===== src/rtl/tdc_record_framer_pkg.sv =====
// Shared types and constants for the TDC record framer and the host-side decoder.
package tdc_record_framer_pkg;

    typedef enum logic [2:0] {
        StIdle,
        StPop,
        StWaitRd,
        StLoad,
        StSend,
        StGuard
    } state_e;

    localparam int unsigned RecWDefault     = 48;
    localparam logic [7:0]  SyncByteDefault = 8'hA5;

    // Sync byte + one byte per 8 record bits + checksum byte.
    function automatic int unsigned frame_len(input int unsigned rec_w);
        return rec_w / 8 + 2;
    endfunction

    localparam int unsigned FrameLen = frame_len(RecWDefault);

endpackage


===== src/rtl/tdc_record_framer_if.sv =====
// FIFO-read and byte-transmit handshake between the framer (master) and its environment.
interface tdc_record_framer_if
    import tdc_record_framer_pkg::*;
#(
    parameter int unsigned REC_W = RecWDefault
);

    logic             fifo_empty;
    logic [REC_W-1:0] fifo_dout;
    logic             fifo_rd_en;
    logic             tx_busy;
    logic [7:0]       tx_data;
    logic             new_tx_data;

    modport master (
        input  fifo_empty,
        input  fifo_dout,
        input  tx_busy,
        output fifo_rd_en,
        output tx_data,
        output new_tx_data
    );

    modport slave (
        output fifo_empty,
        output fifo_dout,
        output tx_busy,
        input  fifo_rd_en,
        input  tx_data,
        input  new_tx_data
    );

endinterface


===== src/rtl/tdc_record_framer.sv =====
// Pops TDC records from the FIFO and streams each as a sync/data/checksum byte frame to the
// serial transmitter. New frames start only while play is high; a started frame always finishes.
module tdc_record_framer
    import tdc_record_framer_pkg::*;
#(
    parameter int unsigned REC_W     = RecWDefault,
    parameter logic [7:0]  SYNC_BYTE = SyncByteDefault
) (
    input  logic                clk,
    input  logic                rst_n,
    input  logic                play,
    tdc_record_framer_if.master bus,
    output logic                frame_active,
    output logic [15:0]         frames_sent
);

    localparam int unsigned     FrmLen  = frame_len(REC_W);
    localparam int unsigned     IdxW    = $clog2(FrmLen);
    localparam logic [IdxW-1:0] LastIdx = IdxW'(FrmLen - 1);

    state_e           r_state;
    state_e           w_state_nxt;
    logic [REC_W-1:0] r_rec;
    logic [REC_W-1:0] w_rec_nxt;
    logic [IdxW-1:0]  r_idx;
    logic [IdxW-1:0]  w_idx_nxt;
    logic [7:0]       r_chk;
    logic [7:0]       w_chk_nxt;
    logic             r_fifo_rd_en;
    logic             w_fifo_rd_en_nxt;
    logic             r_new_tx_data;
    logic             w_new_tx_data_nxt;
    logic [7:0]       r_tx_data;
    logic [7:0]       w_tx_data_nxt;
    logic             r_frame_active;
    logic             w_frame_active_nxt;
    logic [15:0]      r_frames_sent;
    logic [15:0]      w_frames_sent_nxt;
    logic [7:0]       w_cur_byte;
    logic             w_is_data_byte;

    // Data bytes always come from the top of r_rec, which shifts left after each one is sent.
    always_comb begin
        w_is_data_byte = (r_idx != '0) && (r_idx != LastIdx);
        w_cur_byte     = r_rec[REC_W-1 -: 8];
        if (r_idx == '0) begin
            w_cur_byte = SYNC_BYTE;
        end else if (r_idx == LastIdx) begin
            w_cur_byte = r_chk;
        end
    end

    always_comb begin
        w_state_nxt       = r_state;
        w_rec_nxt         = r_rec;
        w_idx_nxt         = r_idx;
        w_chk_nxt         = r_chk;
        w_tx_data_nxt     = r_tx_data;
        w_new_tx_data_nxt = 1'b0;
        w_frames_sent_nxt = r_frames_sent;

        unique case (r_state)
            StIdle: begin
                if (play && !bus.fifo_empty) begin
                    w_state_nxt = StPop;
                end
            end
            StPop: begin
                w_state_nxt = StWaitRd;
            end
            StWaitRd: begin
                w_state_nxt = StLoad;
            end
            StLoad: begin
                w_rec_nxt   = bus.fifo_dout;
                w_idx_nxt   = '0;
                w_chk_nxt   = 8'h00;
                w_state_nxt = StSend;
            end
            StSend: begin
                if (!bus.tx_busy) begin
                    w_new_tx_data_nxt = 1'b1;
                    w_tx_data_nxt     = w_cur_byte;
                    if (w_is_data_byte) begin
                        w_rec_nxt = r_rec << 8;
                        w_chk_nxt = r_chk ^ w_cur_byte;
                    end
                    w_state_nxt = StGuard;
                end
            end
            StGuard: begin
                if (r_idx == LastIdx) begin
                    w_frames_sent_nxt = r_frames_sent + 16'd1;
                    w_state_nxt       = StIdle;
                end else begin
                    w_idx_nxt   = r_idx + 1'b1;
                    w_state_nxt = StSend;
                end
            end
            default: begin
                w_state_nxt = StIdle;
            end
        endcase

        // Decoded from the next state so both strobes leave straight from flops.
        w_fifo_rd_en_nxt   = (w_state_nxt == StPop);
        w_frame_active_nxt = (w_state_nxt != StIdle);
    end

    always_ff @(posedge clk) begin
        if (!rst_n) begin
            r_state        <= StIdle;
            r_rec          <= '0;
            r_idx          <= '0;
            r_chk          <= 8'h00;
            r_fifo_rd_en   <= 1'b0;
            r_new_tx_data  <= 1'b0;
            r_tx_data      <= 8'h00;
            r_frame_active <= 1'b0;
            r_frames_sent  <= 16'h0000;
        end else begin
            r_state        <= w_state_nxt;
            r_rec          <= w_rec_nxt;
            r_idx          <= w_idx_nxt;
            r_chk          <= w_chk_nxt;
            r_fifo_rd_en   <= w_fifo_rd_en_nxt;
            r_new_tx_data  <= w_new_tx_data_nxt;
            r_tx_data      <= w_tx_data_nxt;
            r_frame_active <= w_frame_active_nxt;
            r_frames_sent  <= w_frames_sent_nxt;
        end
    end

    assign bus.fifo_rd_en  = r_fifo_rd_en;
    assign bus.new_tx_data = r_new_tx_data;
    assign bus.tx_data     = r_tx_data;
    assign frame_active    = r_frame_active;
    assign frames_sent     = r_frames_sent;

endmodule


===== src/flat_wrapper.sv =====
// flat-port wrapper written by rule: the top's interface ports become plain ports
module tdc_record_framer_flat import tdc_record_framer_pkg::*;
#(
    parameter int unsigned REC_W     = RecWDefault,
    parameter logic [7:0]  SYNC_BYTE = SyncByteDefault
)
  (clk, rst_n, play, frame_active, frames_sent, bus_fifo_empty, bus_fifo_dout, bus_tx_busy, bus_fifo_rd_en, bus_tx_data, bus_new_tx_data);
  tdc_record_framer_if #(.REC_W(REC_W)) bus_i ();
  input  logic clk;
  input  logic rst_n;
  input  logic play;
  output logic frame_active;
  output logic [15:0] frames_sent;
  input wire logic [$bits(bus_i.fifo_empty)-1:0] bus_fifo_empty;
  input wire logic [$bits(bus_i.fifo_dout)-1:0] bus_fifo_dout;
  input wire logic [$bits(bus_i.tx_busy)-1:0] bus_tx_busy;
  output wire logic [$bits(bus_i.fifo_rd_en)-1:0] bus_fifo_rd_en;
  output wire logic [$bits(bus_i.tx_data)-1:0] bus_tx_data;
  output wire logic [$bits(bus_i.new_tx_data)-1:0] bus_new_tx_data;
  assign bus_i.fifo_empty = bus_fifo_empty;
  assign bus_i.fifo_dout = bus_fifo_dout;
  assign bus_i.tx_busy = bus_tx_busy;
  assign bus_fifo_rd_en = bus_i.fifo_rd_en;
  assign bus_tx_data = bus_i.tx_data;
  assign bus_new_tx_data = bus_i.new_tx_data;
  tdc_record_framer #(.REC_W(REC_W), .SYNC_BYTE(SYNC_BYTE)) u_core (.clk(clk), .rst_n(rst_n), .play(play), .bus(bus_i), .frame_active(frame_active), .frames_sent(frames_sent));
endmodule

===== config.mk =====
export PLATFORM = sky130hd
export DESIGN_NAME = tdc_record_framer_flat
export DESIGN_NICKNAME = d
export VERILOG_FILES = /design/src/rtl/tdc_record_framer_pkg.sv /design/src/rtl/tdc_record_framer_if.sv /design/src/rtl/tdc_record_framer.sv /design/src/flat_wrapper.sv
export SDC_FILE = /design/constraint.sdc
export NUM_CORES = 1
export LEC_CHECK = 0
export ABC_AREA = 0
export CORE_MARGIN = 3
export CORE_UTILIZATION = 34
export CTS_BUF_LIST = sky130_fd_sc_hd__clkbuf_8
export DETAILED_ROUTE_END_ITERATION = 10
export HOLD_SLACK_MARGIN = 0.05
export PLACE_DENSITY = 0.6
export SETUP_SLACK_MARGIN = 0.5
export SLEW_MARGIN = 20
export SYNTH_ARGS = -nofsm -noshare
export SYNTH_HDL_FRONTEND = slang
export SYNTH_SLANG_ARGS = --single-unit

===== constraint.sdc =====
create_clock -name clk -period 4 [get_ports clk]
set_clock_uncertainty 0.15 [all_clocks]
set_input_delay 0.8 -clock clk [delete_from_list [all_inputs] [get_ports clk]]
set_output_delay 0.8 -clock clk [all_outputs]
set_load 0.005 [all_outputs]

==> run_results.csv, run 1 <==
group,metric,value,unit
run_status,outcome,"finished, final reports clean",
yosys,synth.distinct_cells,45,
worst_setup_path,cp.arrival,2820,ps
floorplan,die-area,13100,um2
clocking,cts_buffer_depth,2,
yosys,avgSynthCellArea,8.21,um2
sta,rsz0062_at_grt,"no",
power_and_ir_drop,total_power,1.73,mW
worst_setup_path,criticalPathCategory,"in -> reg",
global_route,grt_pass1_vias,3305,
floorplan,fp.coreArea,11500,um2
route,drc,0,
yosys,synth_flop_cell,"dfxtp_1",
global_route,grt-ovfl-total,0,
yosys,yosys.area.top_type,"dfxtp_1",
cells_and_area,n_antenna_cell,0,
floorplan,die_width,115,um
yosys,yosysWarnings,0,
cells_and_area,drive_gt1_frac,0.0510,
floorplan,rows,39,
clocking,cts_sinks,89,
clocking,cts_hold_buffers,0,
worst_setup_path,cp-start-kind,"input pin",
worst_setup_path,path_buf_inv,2,
worst_setup_path,rr_startpoint,"u_core.r_idx[0]$_SDFFE_PN0P_",
cells_and_area,design_area,5060,um2
clocking,cts_resized,0,
yosys,synth_top_area_share,0.444,
worst_setup_path,slowest_stage,"nor4b_4",
sta,setup_viol,0,
power_and_ir_drop,power_density,341,nW/um2
yosys,synth-edff-count,0,
worst_setup_path,reg2reg_depth,6,
route,first_pass_iters,4,
cells_and_area,final_cell_mix,"nand2_1 (106), dfxtp_1 (89), clkdlybuf4s50_1 (79)",
yosys,syn-cell-area,4010,um2
global_route,antenna_found_initial,0,
placement,numPortBuffers,79,
worst_setup_path,end_kind,"flip-flop",
cells_and_area,fillers,1153,
yosys,syn_nets,546,
placement,post-dp-hpwl,6.67,mm
worst_setup_path,crit_chain,"clkdlybuf4s50_1 -> nor4b_4 -> a31o_2 -> buf_12 -> nor2_1 -> a311oi_1",
global_route,grt_pass1_wl,15.8,mm
clocking,cts.reportedPaths.clkPinSlew,90,ps
floorplan,ios,80,
sta,fin_crit,2690,ps
clocking,htree_levels,3,
cells_and_area,final_common_cell,"nand2_1",
floorplan,die_y,115,um
clocking,numCtsBuffers,9,
yosys,synth_area_leaders,"dfxtp_1 (44%), nand2_1 (9.9%), a311oi_1 (8.7%), nor2_1 (5.4%), a21oi_1 (3.0%)",
clocking,cts_tree,"done",
route,routed_wl,9.82,mm
yosys,ys_async_sr_fraction,0,
worst_setup_path,reg2reg_slack,1340,ps
clocking,clk_latency,370,ps
sta,relSlewSlack,0.326,
worst_setup_path,rr_endpoint,"u_core.frames_sent[12]$_SDFFE_PN0P_",
clocking,post_cts_buffers,0,
floorplan,start_util,0.350,
sta,final.setup.tns,0,ps
power_and_ir_drop,peakVddDrop,0.170,mV
sta,max_slew.worst_pin.slew,1010,ps
worst_setup_path,cpLargestDelayFamily,"buffers and inverters",
placement,routabilityCongestion,0.748,
sta,finalCritPeriodShare,0.673,
worst_setup_path,max_stage_delay,590,ps
worst_hold_path,hold_class,"reg -> reg",
clocking,cts_root_buffer,"clkbuf_8",
global_route,grt_max_degree,85,
power_and_ir_drop,leakagePower,1.78,nW
placement,place_area,4860,um2
run,cap_violations,0,
cells_and_area,area_growth,26.0,%
worst_setup_path,critPathCapture,"u_core.r_rec[25]$_SDFFE_PN0P_",
route,wl_per_cell,14.2,um
route,antenna_left,0,
route,vias_per_cell,5.09,
sta,drv_slew,0,
yosys,syn_inst,489,
cells_and_area,utilization,0.441,
worst_setup_path,path_depth,6,
sta,hold_viol_final,0,
yosys,ys_seq_area_frac,0.444,
sta,fmax,0.371,GHz
route,num_vias,3525,
yosys,synth-seq-cells,89,
global_route,track_usage,0.151,
worst_setup_path,crit_required,4130,ps
cells_and_area,finalNetCount,602,
route,first_iter_violations,175,
worst_setup_path,path_max_fanout,84,
worst_setup_path,crit_start,"bus_tx_busy",
==> tightest hold or removal path, stage by stage (launching register included) <==
cell and delay, ps:
dfxtp_1 320, nand2_1 50, a21oi_1 50
==> per-stage QoR <==
step,setup WS (ps),instances,hold slack [ps]
CTS,1330,692,310
detailed placement,930,677,299
global route,1120,692,340
floorplan,1960,489,282
global placement,1020,677,294
finish,1310,692,310
==> Yosys cell counts, drive strengths merged, types with 5 or more instances <==
| cell type | count |
|---|---|
| nand2 | 107 |
| dfxtp | 89 |
| nor2 | 58 |
| a311oi | 40 |
| a21oi | 24 |
| buf | 20 |
| nand3 | 20 |
| clkbuf | 18 |
| o21ai | 13 |
| nor3 | 11 |
| a31oi | 9 |
| inv | 8 |
| mux2i | 6 |
| or3 | 6 |
| xor2 | 6 |
| nand2b | 5 |
| xnor2 | 5 |
==> state kept, by name, indices dropped and copies added (netlist names) <==
register and flops:
u_core.bus.new_tx_data 1, u_core.r_rec 48, u_core.r_state 3, u_core.bus.fifo_rd_en 1
u_core.frame_active 1, u_core.r_chk 8, u_core.r_idx 3, u_core.bus.tx_data 8
u_core.frames_sent 16
==> how the worst min path moves through the flow <==
stage,from,to,slack (ps),depth (start not counted)
CTS,u_core.r_rec[7]$_SDFFE_PN0P_,u_core.r_rec[7]$_SDFFE_PN0P_,310,2
floorplan,u_core.r_rec[0]$_SDFFE_PN0P_,u_core.r_rec[0]$_SDFFE_PN0P_,280,2
global placement,u_core.r_rec[4]$_SDFFE_PN0P_,u_core.r_rec[4]$_SDFFE_PN0P_,290,2
finish,u_core.r_rec[1]$_SDFFE_PN0P_,u_core.r_rec[1]$_SDFFE_PN0P_,310,2
global route,u_core.r_rec[4]$_SDFFE_PN0P_,u_core.r_rec[4]$_SDFFE_PN0P_,340,2
detailed placement,u_core.r_rec[1]$_SDFFE_PN0P_,u_core.r_rec[1]$_SDFFE_PN0P_,300,2
==> report_power, final <==
group / switching (mW) / internal [mW]
Sequential: 0.0216 / 0.907
Clock: 0.332 / 0.308
Combinational: 0.0709 / 0.0852
Total: 0.424 / 1.30
==> cells by family after synthesis <==
| logic type | Yosys count | share of synthesized area |
|---|---|---|
| mux | 6 | 0.0150 |
| xor+xnor | 11 | 0.0240 |
| simple gates | 234 | 0.274 |
| compound gates | 99 | 0.176 |
| buf+inv | 46 | 0.0542 |
| fa+ha+maj | 4 | 0.0125 |
| flops | 89 | 0.444 |
==> metal layers <==
metal	global-route usage	up-vias	wire length, um
met4	0.0594	0	170
met3	0.0301	13	325
li1	-	1829	-
met5	0	-	0
met2	0.243	58	4770
met1	0.197	1625	4550
==> cell type report <==
cell class	count	area, um2	area share
multi-input combinational	354	2020	0.399
tap	143	179	0.0354
sequential	89	1780	0.352
timing repair buffer	83	846	0.167
clock inverter	5	63.8	0.0126
clock buffer	10	138	0.0272
inverter	8	30.0	0.00594
Note: power is estimated with default switching activity, not from simulation.
==> inputs of run 2 (changes only) <==
--- a/config.mk
+++ b/config.mk
@@ -11,7 +11,7 @@
 export CTS_BUF_LIST = sky130_fd_sc_hd__clkbuf_8
 export DETAILED_ROUTE_END_ITERATION = 10
 export HOLD_SLACK_MARGIN = 0.05
-export PLACE_DENSITY = 0.6
+export PLACE_DENSITY = 0.62
 export SETUP_SLACK_MARGIN = 0.5
 export SLEW_MARGIN = 20
 export SYNTH_ARGS = -nofsm -noshare
==> constraint.sdc (replaced) <==
create_clock -name clk -period 2.33 [get_ports clk]
set_clock_uncertainty 0.15 [all_clocks]
set_input_delay 0.466 -clock clk [delete_from_list [all_inputs] [get_ports clk]]
set_output_delay 0.466 -clock clk [all_outputs]
set_load 0.005 [all_outputs]
==> run 2 against run 1 <==
- count of clock-buffer cells in the layout shrank 1
- largest power group unchanged
- routed wire length grew 9.2%
- via count grew 9.6%
- worst hold slack lost 5.2 ps
- worst setup slack lost 820 ps
- cell count grew 7.1%
- sequential share of layout area shrank 3.3 points
- non-clock buffer count grew 48
- core utilization grew 6.1 points
- register-to-register slack lost 850 ps
- highest routed layer unchanged
==> run_results.csv, run 2 (synthesis gave the netlist of run 1 again) <==
group,metric,value,unit
worst_setup_path,criticalPathCategory,"reg -> reg",
cells_and_area,drive_gt1_frac,0.207,
worst_setup_path,end_kind,"flip-flop",
clocking,clk_latency,360,ps
power_and_ir_drop,swShare,0.253,
worst_setup_path,path_max_fanout,10,
clocking,numCtsBuffers,9,
worst_setup_path,rr_endpoint,"u_core.r_rec[8]$_SDFFE_PN0P_",
power_and_ir_drop,clkPwrFrac,0.363,
sta,max_slew.worst_pin.slew,480,ps
power_and_ir_drop,power.net_switching,0.758,mW
run_status,outcome,"finished, final reports clean",
clocking,cts_tree,"done",
power_and_ir_drop,leakagePower,2.42,nW
global_route,grt_pass1_vias,3711,
global_route,grt_pass1_wl,17.4,mm
sta,setup_viol,0,
route,antenna_left,0,
route,first_iter_violations,205,
route,wl_met1,4.77,mm
power_and_ir_drop,p_seq_frac,0.529,
floorplan,die_y,115,um
cells_and_area,largest_reg_flops,48,
worst_setup_path,max_stage_delay,390,ps
cells_and_area,n_antenna_cell,0,
run,cap_violations,0,
clocking,htree_levels,3,
power_and_ir_drop,intPower,2.24,mW
clocking,cts_root_buffer,"clkbuf_8",
cells_and_area,finalNetCount,650,
route,routed_wl,10.7,mm
sta,setup_ws,491,ps
worst_hold_path,min_to,"u_core.r_rec[4]$_SDFFE_PN0P_",
power_and_ir_drop,p_comb_frac,0.109,
placement,post-dp-hpwl,6.91,mm
placement,dpl_worst_slack,-28.7,ps
cells_and_area,largest_register,"u_core.r_rec",
power_and_ir_drop,power_density,521,nW/um2
global_route,antenna_found_initial,0,
worst_setup_path,slowest_stage,"dfxtp_4",
placement,place_area,4980,um2
cells_and_area,final_cell_mix,"nand2_1 (106), dfxtp_1 (62), nor2_1 (58)",
cells_and_area,area_growth,43.5,%
floorplan,rows,39,
worst_hold_path,hold_class,"reg -> reg",
floorplan,die-area,13100,um2
sta,drv_slew,0,
route,highest_layer,"met4",
sta,rsz0062_at_grt,"yes",
sta,fmax,0.544,GHz
floorplan,fp.coreArea,11500,um2
worst_setup_path,rr_startpoint,"u_core.r_state[1]$_SDFF_PN0_",
worst_setup_path,crit_required,2450,ps
power_and_ir_drop,peakVddDrop,0.353,mV
route,vias_per_cell,5.21,
worst_setup_path,reg2reg_slack,490,ps
cells_and_area,design_area,5760,um2
sta,finalCritPeriodShare,0.789,
floorplan,die_width,115,um
global_route,grt_max_degree,49,
worst_hold_path,worstHoldStart,"u_core.r_rec[4]$_SDFFE_PN0P_",
worst_setup_path,reg2reg_depth,6,
floorplan,start_util,0.350,
worst_setup_path,cp.arrival,1960,ps
worst_setup_path,crit_chain,"nor4b_4 -> a31o_4 -> buf_6 -> clkbuf_16 -> nor2_1 -> a311oi_2",
global_route,grt-ovfl-total,0,
placement,routabilityCongestion,0.814,
clocking,cts.reportedPaths.clkPinSlew,90,ps
placement,numPortBuffers,79,
route,drc,0,
route,wl_met2,5.34,mm
route,wl_per_cell,14.5,um
route,first_pass_iters,5,
sta,fin_crit,1840,ps
clocking,cts_buffer_depth,2,
worst_setup_path,cp-start-kind,"flip-flop",
floorplan,ios,80,
route,num_vias,3864,
route,route.met3.wl,454,um
clocking,cts_sinks,89,
worst_hold_path,whs_path_depth,2,
global_route,track_usage,0.162,
sta,relSlewSlack,0.680,
cells_and_area,final_common_cell,"nand2_1",
sta,hold_viol_final,0,
## run 2: power groups by stage
| stage | clock network, mW | registers [mW] | logic, mW |
|---|---|---|---|
| floorplan | 0 | 1.61 | 0.153 |
| global placement | 0 | 1.63 | 0.276 |
| detailed placement | 0 | 1.63 | 0.279 |
| CTS | 1.12 | 1.59 | 0.293 |
| global route | 1.18 | 1.59 | 0.357 |
| finish | 1.09 | 1.59 | 0.326 |
## run 2: critical path: cells and delay by family (launching register included)
| family | cells | cell delay [ps] |
|---|---|---|
| compound gates | 2 | 520 |
| simple gates | 2 | 410 |
| flops | 1 | 390 |
| buf+inv | 2 | 270 |
## run 2: metal layers
metal	GRT usage	vias up
met5	0	-
met4	0.0515	0
met3	0.0296	16
met2	0.270	95
met1	0.211	1821
li1	-	1932
## run 2: per-stage QoR
stage	instances	hold WS, ps	setup TNS (ps)	utilization	power [mW]
global route	741	335	0	0.502	3.13
floorplan	489	282	0	-	1.76
finish	741	305	0	0.502	3.00
global placement	689	294	0	0.434	1.91
CTS	724	312	0	0.477	3.00
detailed placement	689	300	-66.3	0.434	1.91
## run 2: cell type report
class	instances	area, um2
clock buffers	9	124
clock inverters	7	77.6
fillers	1091	5710
inverters	8	32.5
multi-input cells	354	2170
flip-flops and latches	89	1840
well taps	143	179
repair buffers	131	1330
## run 2: repair_timing
item / CTS / global route
cloned: 2 / 1
gates resized for setup: 57 / 40
setup buffers: 17 / 16
pin swaps: 9 / 12
hold buffers: 0 / 0
endpoints found under the setup margin: 89 / 76
## run 2: worst max-delay path by stage
| stage | endpoint | slack (ps) | startpoint |
|---|---|---|---|
| 3_3_place_gp | u_core.r_chk[0]$_SDFFE_PN0P_ | 40 | bus_tx_busy |
| 5_1_grt | u_core.r_rec[35]$_SDFFE_PN0P_ | 430 | u_core.r_state[1]$_SDFF_PN0_ |
| 6_report | u_core.r_rec[8]$_SDFFE_PN0P_ | 490 | u_core.r_state[1]$_SDFF_PN0_ |
| 4_1_cts | bus_tx_data[3] | 500 | u_core.bus.tx_data[3]$_SDFFE_PN0P_ |
| 2_1_floorplan | u_core.frames_sent[12]$_SDFFE_PN0P_ | 510 | u_core.r_idx[1]$_SDFFE_PN0P_ |
| 3_5_place_dp | u_core.r_rec[14]$_SDFFE_PN0P_ | -30 | bus_tx_busy |
==> inputs of run 3 (changes only) <==
--- a/config.mk
+++ b/config.mk
@@ -11,7 +11,7 @@
 export CTS_BUF_LIST = sky130_fd_sc_hd__clkbuf_8
 export DETAILED_ROUTE_END_ITERATION = 10
 export HOLD_SLACK_MARGIN = 0.05
-export PLACE_DENSITY = 0.62
+export PLACE_DENSITY = 0.6
 export SETUP_SLACK_MARGIN = 0.5
 export SLEW_MARGIN = 20
 export SYNTH_ARGS = -nofsm -noshare
==> constraint.sdc (replaced) <==
create_clock -name clk -period 1.85 [get_ports clk]
set_clock_uncertainty 0.15 [all_clocks]
set_input_delay 0.37 -clock clk [delete_from_list [all_inputs] [get_ports clk]]
set_output_delay 0.37 -clock clk [all_outputs]
set_load 0.005 [all_outputs]
==> run 3 against run 2 <==
- critical endpoint is now u_core.frames_sent[12]$_SDFFE_PN0P_
- flip-flop and latch count unchanged
- count of clock-buffer cells in the layout increased by 2
- register-to-register slack got worse by 470 ps
- cell count increased by 3.6%
- largest cell class unchanged
- worst setup slack got worse by 470 ps
- global-route usage increased by 0.56 points
- fmax increased by 0.56%
- total power increased by 23%
- critical path depth decreased by 1
==> run_results.csv, run 3 (synthesis gave the netlist of run 1 again) <==
group,metric,value,unit
floorplan,rows,39,
power_and_ir_drop,p_comb_frac,0.134,
global_route,met1_usage,0.214,
route,vias_per_cell,5.13,
cells_and_area,finalNetCount,677,
clocking,clk_latency,350,ps
cells_and_area,largest_register,"u_core.r_rec",
route,first_pass_iters,4,
global_route,antenna_found_initial,0,
sta,final.setup.tns,0,ps
clocking,cts_buffer_depth,2,
sta,rsz0062_at_grt,"yes",
placement,post-dp-hpwl,7.35,mm
worst_setup_path,rr_startpoint,"u_core.frames_sent[3]$_SDFFE_PN0P_",
global_route,busiest_layer,"met2",
clocking,cts_root_buffer,"clkbuf_8",
cells_and_area,utilization,0.548,
worst_setup_path,reg2reg_depth,5,
floorplan,fp.coreArea,11500,um2
power_and_ir_drop,power_density,588,nW/um2
worst_setup_path,crit_required,1980,ps
clocking,numCtsBuffers,9,
sta,holdWs,325,ps
sta,relSlewSlack,0.792,
cells_and_area,multi_input_area,2510,um2
global_route,grt-ovfl-total,0,
placement,place_area,5280,um2
global_route,met3_usage,0.0365,
clocking,cts_hold_buffers,0,
power_and_ir_drop,power.net_switching,0.925,mW
clocking,htree_levels,3,
worst_hold_path,hold_class,"reg -> reg",
placement,placed_cells,718,
cells_and_area,area_growth,56.6,%
cells_and_area,fillers,1044,
worst_setup_path,rr_endpoint,"u_core.frames_sent[12]$_SDFFE_PN0P_",
worst_setup_path,cp.arrival,1960,ps
floorplan,die_width,115,um
worst_setup_path,criticalPathCategory,"reg -> reg",
sta,setup_ws,20.9,ps
clocking,cts_tree,"done",
route,num_vias,3938,
power_and_ir_drop,clkPwrFrac,0.327,
power_and_ir_drop,p_seq_frac,0.539,
worst_setup_path,cp-start-kind,"flip-flop",
floorplan,die-area,13100,um2
cells_and_area,final_cells,768,
placement,dpl_worst_slack,-384,ps
placement,numPortBuffers,79,
cells_and_area,final_cell_mix,"nand2_1 (98), dfxtp_1 (59), clkdlybuf4s50_1 (51), buf_4 (51), nor2_1 (49)",
global_route,grt_pass1_wl,17.9,mm
route,routed_wl,11.6,mm
floorplan,die_y,115,um
cells_and_area,largest_reg_flops,48,
route,first_iter_violations,239,
global_route,grt_max_degree,49,
sta,fin_crit,1830,ps
cells_and_area,design_area,6290,um2
sta,setup_viol,0,
global_route,track_usage,0.167,
power_and_ir_drop,swShare,0.250,
cells_and_area,n_antenna_cell,0,
clocking,cts.reportedPaths.clkPinSlew,80,ps
sta,drv_slew,0,
power_and_ir_drop,total_power,3.70,mW
cells_and_area,final_common_cell,"nand2_1",
worst_setup_path,crit_start,"u_core.frames_sent[3]$_SDFFE_PN0P_",
global_route,grt_pass1_vias,3801,
worst_setup_path,path_max_fanout,6,
worst_setup_path,end_kind,"flip-flop",
sta,fmax,0.547,GHz
floorplan,ios,80,
placement,routabilityCongestion,0.784,
sta,hold_viol_final,0,
power_and_ir_drop,leakagePower,2.43,nW
power_and_ir_drop,peakVddDrop,0.451,mV
run_status,outcome,"finished, final reports clean",
route,drc,0,
floorplan,start_util,0.350,
worst_setup_path,reg2reg_slack,20,ps
cells_and_area,regArea,1850,um2
route,antenna_left,0,
sta,finalCritPeriodShare,0.989,
sta,max_slew.worst_pin.slew,309,ps
cells_and_area,drive_gt1_frac,0.373,
clocking,cts_sinks,89,
worst_setup_path,critPathCapture,"u_core.frames_sent[12]$_SDFFE_PN0P_",
global_route,use_met2,0.282,
run,cap_violations,0,
route,wl_per_cell,15.1,um
power_and_ir_drop,intPower,2.77,mW
run 3: cell types whose count changed in the layout (fill, tap and decap cells not counted), sizes merged:
cell	change
buf	+50
dlygate4sd2	-12
dlymetal6s2s	-11
clkbuf	+7
bufbuf	-2
clkdlybuf4s50	-2
inv	-2
bufinv	-1
clkdlybuf4s15	-1
clkinv	+1
run 3: how the worst min path moves through the flow:
stage | startpoint | endpoint | slack (ps) | cells past startpoint
4_1_cts | u_core.r_rec[7]$_SDFFE_PN0P_ | u_core.r_rec[7]$_SDFFE_PN0P_ | 310 | 2
5_1_grt | u_core.bus.tx_data[4]$_SDFFE_PN0P_ | u_core.bus.tx_data[4]$_SDFFE_PN0P_ | 350 | 2
2_1_floorplan | u_core.r_rec[0]$_SDFFE_PN0P_ | u_core.r_rec[0]$_SDFFE_PN0P_ | 280 | 2
3_3_place_gp | u_core.r_rec[7]$_SDFFE_PN0P_ | u_core.r_rec[7]$_SDFFE_PN0P_ | 300 | 2
3_5_place_dp | u_core.r_rec[7]$_SDFFE_PN0P_ | u_core.r_rec[7]$_SDFFE_PN0P_ | 300 | 2
6_report | u_core.r_rec[8]$_SDFFE_PN0P_ | u_core.r_rec[16]$_SDFFE_PN0P_ | 320 | 2
run 3: repair_timing:
item | in CTS | in global routing
endpoints found under the hold margin | 0 | 0
gates resized for setup | 113 | 150
pin swaps | 4 | 37
setup buffers | 17 | 15
endpoints found under the setup margin | 113 | 115
cloned | 0 | 2
run 3: power groups by stage:
stage	combinational [mW]	sequential, mW	clock [mW]
after floorplan	0.206	2.03	0
after global placement	0.396	2.05	0
after detailed placement	0.401	2.05	0
after CTS	0.410	2.00	1.26
after global routing	0.536	2.00	1.33
final	0.494	1.99	1.21
run 3: cell type report:
cell class	instances	share of cell area
multi-input combinational	354	0.399
sequential	89	0.294
timing repair buffer	158	0.247
tap	143	0.0285
clock buffer	11	0.0241
inverter	8	0.00478
clock inverter	5	0.00358
run 3: worst max-delay path: stages, from the launching register on:
cell and delay [ps]:
dfxtp_2 340, buf_4 110, and4_1 220, nand4_1 250, or4_4 560, a21oi_2 130
run 3: per-layer routing:
| metal | part of all wire | vias up |
|---|---|---|
| li1 | - | 1988 |
| met1 | 0.45 | 1858 |
| met2 | 0.50 | 81 |
| met3 | 0.041 | 11 |
| met4 | 0.012 | 0 |
| met5 | 0 | - |
